[src/rtl/fetch_pkg.sv]
// ---------------------------------------------------------------------------
// fetch_pkg
// Shared definitions for the fetch/decode decoupling queue.
//   FQ_DEPTH_DEFAULT : default number of queue entries
//   FQ_AW / FQ_IW    : PC and instruction widths of one queue entry
//   NOP_INSTR        : all-zero instruction, shown to decode when nothing is queued
//   fetch_entry_t    : one stored {pc, instr} pair
// ---------------------------------------------------------------------------
package fetch_pkg;

   localparam int FQ_DEPTH_DEFAULT = 4;
   localparam int FQ_AW            = 32;
   localparam int FQ_IW            = 32;

   localparam logic [31:0] NOP_INSTR = 32'h0000_0000;

   typedef struct packed {
      logic [FQ_AW-1:0] pc;
      logic [FQ_IW-1:0] instr;
   } fetch_entry_t;

endpackage

[src/rtl/fetch_queue_mem.sv]
// ---------------------------------------------------------------------------
// fetch_queue_mem
// DEPTH x fetch_entry_t register array backing the fetch queue.
// Ports:
//   Clk     : clock, write on rising edge
//   wr_en   : write strobe
//   wr_addr : write index
//   wr_data : entry to store
//   rd_addr : asynchronous read index (queue head)
//   rd_data : entry at rd_addr
// The array has no reset: flushing only moves the pointers, so stale
// contents are never visible to decode.
// ---------------------------------------------------------------------------
module fetch_queue_mem
   import fetch_pkg::*;
#(
   parameter  int DEPTH = FQ_DEPTH_DEFAULT,
   localparam int PW    = $clog2(DEPTH)
) (
   input  logic          Clk,
   input  logic          wr_en,
   input  logic [PW-1:0] wr_addr,
   input  fetch_entry_t  wr_data,
   input  logic [PW-1:0] rd_addr,
   output fetch_entry_t  rd_data
);

   fetch_entry_t mem_r [DEPTH];

   // Single synchronous write port.
   always_ff @(posedge Clk) begin
      if (wr_en) begin
         mem_r[wr_addr] <= wr_data;
      end
   end

   assign rd_data = mem_r[rd_addr];

endmodule

[src/rtl/fetch_queue.sv]
// ---------------------------------------------------------------------------
// fetch_queue
// Circular FIFO of {PC, instruction} pairs between the fetch and decode
// stages. in_ready drives the upstream PC write enable, so a full queue
// freezes the PC; Flush drops every wrong-path entry on a taken branch/jump.
//
// Ports:
//   Clk, Reset (synchronous, active-high), Flush (synchronous discard)
//   in_valid / in_pc / in_instr / in_ready    : fetch side
//   out_valid / out_pc / out_instr / out_ready : decode side
//   count                                      : occupancy 0..DEPTH
//
// Build option: define FETCH_QUEUE_BYPASS_EN for a zero-latency
// pass-through when the queue is empty and decode is ready. Without it
// there is no combinational in->out path (1-cycle minimum latency).
//
// AW/IW must match the entry layout in fetch_pkg.
// ---------------------------------------------------------------------------
module fetch_queue
   import fetch_pkg::*;
#(
   parameter  int DEPTH = FQ_DEPTH_DEFAULT,
   parameter  int AW    = FQ_AW,
   parameter  int IW    = FQ_IW,
   localparam int PW    = $clog2(DEPTH),
   localparam int CW    = $clog2(DEPTH) + 1
) (
   input  logic          Clk,
   input  logic          Reset,
   input  logic          Flush,
   input  logic          in_valid,
   input  logic [AW-1:0] in_pc,
   input  logic [IW-1:0] in_instr,
   output logic          in_ready,
   output logic          out_valid,
   output logic [AW-1:0] out_pc,
   output logic [IW-1:0] out_instr,
   input  logic          out_ready,
   output logic [CW-1:0] count
);

   logic [PW-1:0] wr_ptr_r;
   logic [PW-1:0] rd_ptr_r;
   logic [CW-1:0] count_r;

   logic          queue_valid_s;
   logic          bypass_s;
   logic          push_s;
   logic          pop_s;
   fetch_entry_t  wr_entry_s;
   fetch_entry_t  rd_entry_s;

   assign queue_valid_s = (count_r != '0);

`ifdef FETCH_QUEUE_BYPASS_EN
   // Empty queue and decode ready: hand the pair straight through, store nothing.
   assign bypass_s = (count_r == '0) && in_valid && out_ready && !Flush && !Reset;
`else
   assign bypass_s = 1'b0;
`endif

   // Full blocks pushes even if a pop happens this cycle; ready rises next cycle.
   assign in_ready = !Reset && (count_r != CW'(DEPTH));

   assign push_s = in_valid && in_ready && !Flush && !bypass_s;
   assign pop_s  = queue_valid_s && out_ready && !Flush;

   assign wr_entry_s.pc    = in_pc;
   assign wr_entry_s.instr = in_instr;

   fetch_queue_mem #(
      .DEPTH (DEPTH)
   ) u_mem (
      .Clk     (Clk),
      .wr_en   (push_s),
      .wr_addr (wr_ptr_r),
      .wr_data (wr_entry_s),
      .rd_addr (rd_ptr_r),
      .rd_data (rd_entry_s)
   );

   // Pointer and occupancy update; Reset and Flush both empty the queue.
   always_ff @(posedge Clk) begin
      if (Reset || Flush) begin
         wr_ptr_r <= '0;
         rd_ptr_r <= '0;
         count_r  <= '0;
      end else begin
         if (push_s) begin
            wr_ptr_r <= wr_ptr_r + 1'b1;
         end
         if (pop_s) begin
            rd_ptr_r <= rd_ptr_r + 1'b1;
         end
         case ({push_s, pop_s})
            2'b10:   count_r <= count_r + 1'b1;
            2'b01:   count_r <= count_r - 1'b1;
            default: count_r <= count_r;
         endcase
      end
   end

   // Decode-side mux: bypass pair, queue head, or NOP when nothing is available.
   always_comb begin
      out_valid = 1'b0;
      out_pc    = '0;
      out_instr = IW'(NOP_INSTR);
      if (bypass_s) begin
         out_valid = 1'b1;
         out_pc    = in_pc;
         out_instr = in_instr;
      end else if (queue_valid_s) begin
         out_valid = 1'b1;
         out_pc    = rd_entry_s.pc;
         out_instr = rd_entry_s.instr;
      end else begin
         out_valid = 1'b0;
         out_pc    = '0;
         out_instr = IW'(NOP_INSTR);
      end
   end

   assign count = count_r;

endmodule

[config.mk]
export PLATFORM = sky130hd
export DESIGN_NAME = fetch_queue
export DESIGN_NICKNAME = d
export VERILOG_FILES = /design/src/rtl/fetch_pkg.sv /design/src/rtl/fetch_queue_mem.sv /design/src/rtl/fetch_queue.sv
export SDC_FILE = /design/constraint.sdc
export NUM_CORES = 1
export LEC_CHECK = 0
export ABC_AREA = 1
export ABC_CLOCK_PERIOD_IN_PS = 9890
export BUFFER_PORTS_ARGS = -buffer_cell sky130_fd_sc_hd__buf_4
export CAP_MARGIN = 15
export CORE_MARGIN = 5
export CORE_UTILIZATION = 50
export DETAILED_ROUTE_END_ITERATION = 8
export PLACE_DENSITY = 0.71
export SLEW_MARGIN = 20
export SYNTH_ARGS = -nofsm -noshare
export SYNTH_HDL_FRONTEND = slang
export SYNTH_SLANG_ARGS = --single-unit
[constraint.sdc]
create_clock -name Clk -period 9.89 [get_ports Clk]
set_input_delay 2.4725 -clock Clk [delete_from_list [all_inputs] [get_ports Clk]]
set_output_delay 2.4725 -clock Clk [all_outputs]
set_load 0.05 [all_outputs]
Word level (Yosys, flattened, before mapping)
Memories as Yosys holds them, arrays and structs flattened. A register that Yosys moved wholly into a read port is not among the register bits.
Index checks and enable logic that the tools add are counted.
{ "totals": {"regBits": 7, "latchBits": 0, "mem_bits_rw": 256, "romBits": 0, "input_bits": 69, "out_inout_bits": 69, "word_cells": 29, "mem_count": 1} }
{ "classes": {"n_addsub": 4, "mul": 0, "div": 0, "order_cmp": 0, "eq_ne": 3, "shifts": 0, "mux": 8, "n_bitwise": 0, "n_reduce_logical": 10} }
{ "memory_table": {"columns": ["memory", "depth", "word_bits", "read_ports", "rd_ports_with_merged_regs", "write_ports", "line", "rtl"], "rows": [
  ["u_mem.mem_r", 4, 64, 1, 1, 1, "fetch_queue_mem.sv:28", "fetch_entry_t mem_r [DEPTH];"]
]} }
{ "op_table": {"columns": ["op", "n"], "rows": [
  ["$mux W32", 2],
  ["$pmux W3 S2", 1],
  ["$logic_and A1 B1 Y1", 5],
  ["$add A2 B1 Y2 const B", 2],
  ["$mux W2", 2],
  ["$add A3 B1 Y3 const B", 1],
  ["$mux W1", 3],
  ["$ne A3 B3 Y1 const B", 1],
  ["$reduce_bool A3 Y1", 1],
  ["$sub A3 B1 Y3 const B", 1],
  ["$eq A2 B1 Y1 const B", 1],
  ["$eq A2 B2 Y1 const B", 1],
  ["$logic_not A1 Y1", 2],
  ["$reduce_bool A2 Y1", 1],
  ["$logic_or A1 B1 Y1", 1]
]} }

Depth between registers and ports, before layout
{ "depth": {"ltp_word": 6, "mapped_depth": 13, "mapped_depth_nobuf": 13} }

Cells and area by module
Synthesis repeated with hierarchy kept, for this count alone.
{ "hier_totals": {"cells_unflattened": 1210, "hier_area_um2": 11738.8} }
{ "modules_own_cells": {"columns": ["module", "instances", "cells_per_inst", "area_each_um2", "seq_area_each_um2"], "rows": [
  ["fetch_queue_mem", 1, 1010, 10761.6, 7687.4],
  ["fetch_queue", 1, 200, 977.2, 140.1]
]} }

Worst setup path after synthesis
Ideal clock, no wire load.
{ "synth_timing": {"kind": "in2reg", "start": "input Flush", "end": "memory u_mem.mem_r[0][0] (netlist name) (enable)", "setup_time_ns": 0.487, "arrival_ns": 5.638, "required_time_ns": 9.403, "slack_ns": 3.766, "path_stages": 3, "path_buffers": 0, "path_cell_list": "nor2_1 > nand3_1 > nor2_1"} }
{ "synth_between": {"elab_chain_len": 4} }
{ "synth_lines": {"columns": ["item", "line", "rtl"], "rows": [
  ["start, declared", "fetch_queue.sv:30", "input logic Flush,"],
  ["$logic_not A1 Y1", "fetch_queue.sv:65", "assign push_s = in_valid && in_ready && !Flush && !bypass_s;"],
  ["$logic_and A1 B1 Y1", "fetch_queue.sv:65", null],
  ["$mux W1", "fetch_queue_mem.sv:32", "if (wr_en) begin"],
  ["$mux W1 (not written as such)", "fetch_queue_mem.sv:33", "mem_r[wr_addr] <= wr_data;"],
  ["end, declared", "fetch_queue_mem.sv:28", null]
]} }
No other way between the ends.

==> metrics <==
final cycle utilization of the critical path=0.5987; most frequent cells in the layout=sky130_fd_sc_hd__nor2_1, sky130_fd_sc_hd__edfxtp_1, sky130_fd_sc_hd__buf_4; largest clock skew in the final design=13.63 ps; Hold Path Cell Cnt=2; Vias/cell=5.160; post-synthesis cell type with the largest combined area=sky130_fd_sc_hd__edfxtp_1; max_slew headroom=0.3283; Crit Path Max Fanout=66; data required time of the worst path=7420 ps; crit path setup slack, layout=3969 ps; Gate Count Post-Synth=828; mapped cell area=10460 um^2; via count=6435; Antenna Nets Post-Route=0; TritonCTS clock tree=built; DP HPWL=11330 um; number of sinks handled by clock tree synthesis=265; later-pin clock latency in the skew report=510 ps; category of the critical setup timing path=flop to output port; slew at the pin closest to its max-slew limit=1008 ps; most frequent standard cell in the layout excluding fill and tap cells=sky130_fd_sc_hd__nor2_1; filler cell count=1701; CTS root buffer=sky130_fd_sc_hd__clkbuf_16; Die Span X=154.6 um; area growth from synthesis to layout=18.49%; GRT overflow=0; total number of cells along the worst setup path=5; global-route wire length before repair=32780 um; TritonRoute pass-1 iters=5; n_diodes=0; final instance count without filler cells=1247; unrepaired setup endpoints after global routing=no; sequence of cells on the critical path=clkinv_2, buf_4, o21ai_0, a21oi_1, buf_4; reg2reg path depth=5; Critical Path Max Stage Delay=840 ps; average wire length per cell after detail routing=17.11 um; worst endpoint data arrival time=3450 ps; total power per unit cell area=183.9 nW/um^2; critical-path cell with the highest stage delay=sky130_fd_sc_hd__clkinv_2; synthesized area per cell=12.63 um^2; total core area=20820 um^2; iteration-0 DRC count of the detailed router=420; register clock-pin slew on the reported worst setup and hold paths=60 ps; synth top area cells=sky130_fd_sc_hd__edfxtp_1, sky130_fd_sc_hd__nor2_1, sky130_fd_sc_hd__o21ai_0; starting density of the core=0.5023; post-placement cell count=1202; crit-path most repeated cell=sky130_fd_sc_hd__buf_4; count of endpoints failing setup in the final report=0; Bufs on Longest Clock Path=3; total routing resource utilization after global routing=0.1728; Port Buf Inserts=137; storage element area=7873 um^2; delay-heaviest family, CP=buffers and inverters; die height=154.6 um; number of placement rows=53; post-synth net total=903; cts bufs inserted=25; sequential element share of the synthesized area=0.7522; setup slack at placement=4485 ps; number of cells upsized or downsized after cts=0; Critical Path Sink Type=output port; CTS Hold Buffers Added=0; number of post-CTS setup repair buffers=0; reported max-cap violation count=0; path class of the lowest-slack min-delay path=flop to flop; H-Tree Level Count=1; count of final hold-check violations=0; Power, Total=2.279 mW; maximum resistive drop on vdd=0.1569 mV; count of warnings emitted by yosys=0; status=finished, final reports clean; count of distinct cell types in the synthesized netlist=17; final wirelength=21330 um; routability congestion estimate from global placement=0.7280; total number of nets in the final design=1029; vias in the first global route=6344; maximum number of pins on one net before global-route repair=67; worst path buffer plus inverter count=3; maximum clock frequency=168.9 MHz; total area of multi-input combinational cells=2210 um^2; critical path launch point type=flop; Die Area=23910 um^2; setup TNS after final layout=0 ps; max-slew violation count=0; Synth top area share=0.7350; residual DRC count=0; Yosys reg bits=265; antenna violations before repair=0; time the final worst path needs with I/O delays and setup=5921 ps; # IOs=138; Pleak=4.448 nW; fraction of final layout cells sized beyond drive strength 1=0.1965
[synth_stat cells]
cell                       instances
sky130_fd_sc_hd__fa_1              1
sky130_fd_sc_hd__nand3_1           6
sky130_fd_sc_hd__buf_2             8
sky130_fd_sc_hd__nor2_1          269
sky130_fd_sc_hd__dfxtp_1           9
sky130_fd_sc_hd__buf_1             6
sky130_fd_sc_hd__clkbuf_1         11
sky130_fd_sc_hd__o21ai_1          10
sky130_fd_sc_hd__ha_1              5
sky130_fd_sc_hd__o21ai_0         120
sky130_fd_sc_hd__edfxtp_1        256
sky130_fd_sc_hd__nand2_1          15
sky130_fd_sc_hd__buf_6            18
sky130_fd_sc_hd__a21oi_1          70
sky130_fd_sc_hd__inv_1            17
sky130_fd_sc_hd__buf_4             4
sky130_fd_sc_hd__inv_2             3
[tightest hold or removal path, cell delays in order (launching register included)]
cell	delay, ps
sky130_fd_sc_hd__dfxtp_1	330
sky130_fd_sc_hd__nand2_1	70
sky130_fd_sc_hd__a21oi_1	60
[cell type report]
cell class	count	area share
Inverter	20	0.006159
Tap cell	275	0.02776
Sequential cell	265	0.6352
Clock inverter	16	0.01242
Multi-Input combinational cell	496	0.1783
Clock buffer	29	0.05169
Timing Repair Buffer	146	0.08844
[registers in the layout (all words and copies together) (netlist names), named ones only]
register / count
wr_ptr_r: 2
count: 3
rd_ptr_r: 2
u_mem.mem_r: 256
[final timing paths]
| check | startpoint | to | slack, ps |
|---|---|---|---|
| max | flop | out_pc[6] | 3970 |
| min | rd_ptr_r[1]$_SDFFE_PP0P_ | flop | 500 |
| max reg2reg | count[1]$_SDFFE_PP0P_ | u_mem.mem_r[1][32]$_DFFE_PP_ | 7520 |
| min reg2reg | rd_ptr_r[1]$_SDFFE_PP0P_ | flop | 500 |
[routing by layer]
| layer | routed length (um) | GRT usage | vias up |
|---|---|---|---|
| met5 | 0 | 0 | - |
| met3 | 1357 | 0.03246 | 28 |
| met1 | 8918 | 0.2259 | 3066 |
| met2 | 10660 | 0.2991 | 177 |
| met4 | 393 | 0.04584 | 0 |
| li1 | - | - | 3164 |
[report_power, final]
group / leakage [nW] / internal [mW] / switching, mW
registers: 2.39 / 1.24 / 0.00332
clock network: 0.387 / 0.541 / 0.378
logic: 1.67 / 0.0374 / 0.0774
total: 4.45 / 1.82 / 0.459
[stage by stage]
stage | cell area (um^2) | hold WS (ps) | utilization
3_3_place_gp | 11600 | 478.0 | 0.5570
5_1_grt | 12390 | 547.6 | 0.5952
3_5_place_dp | 11600 | 493.7 | 0.5570
2_1_floorplan | 10460 | 460.7 | -
4_1_cts | 12390 | 503.3 | 0.5952
6_report | 12390 | 498.1 | 0.5952
[logic make-up (layout without fill, tap and decap cells)]
group	Yosys count	in the layout	share of synthesized area
compound gates	200	200	0.09571
flops	265	265	0.7522
buf+inv	67	211	0.03936
fa+ha+maj	6	6	0.007896
simple gates	290	290	0.1048
Note: power is estimated with default switching activity, not from simulation.
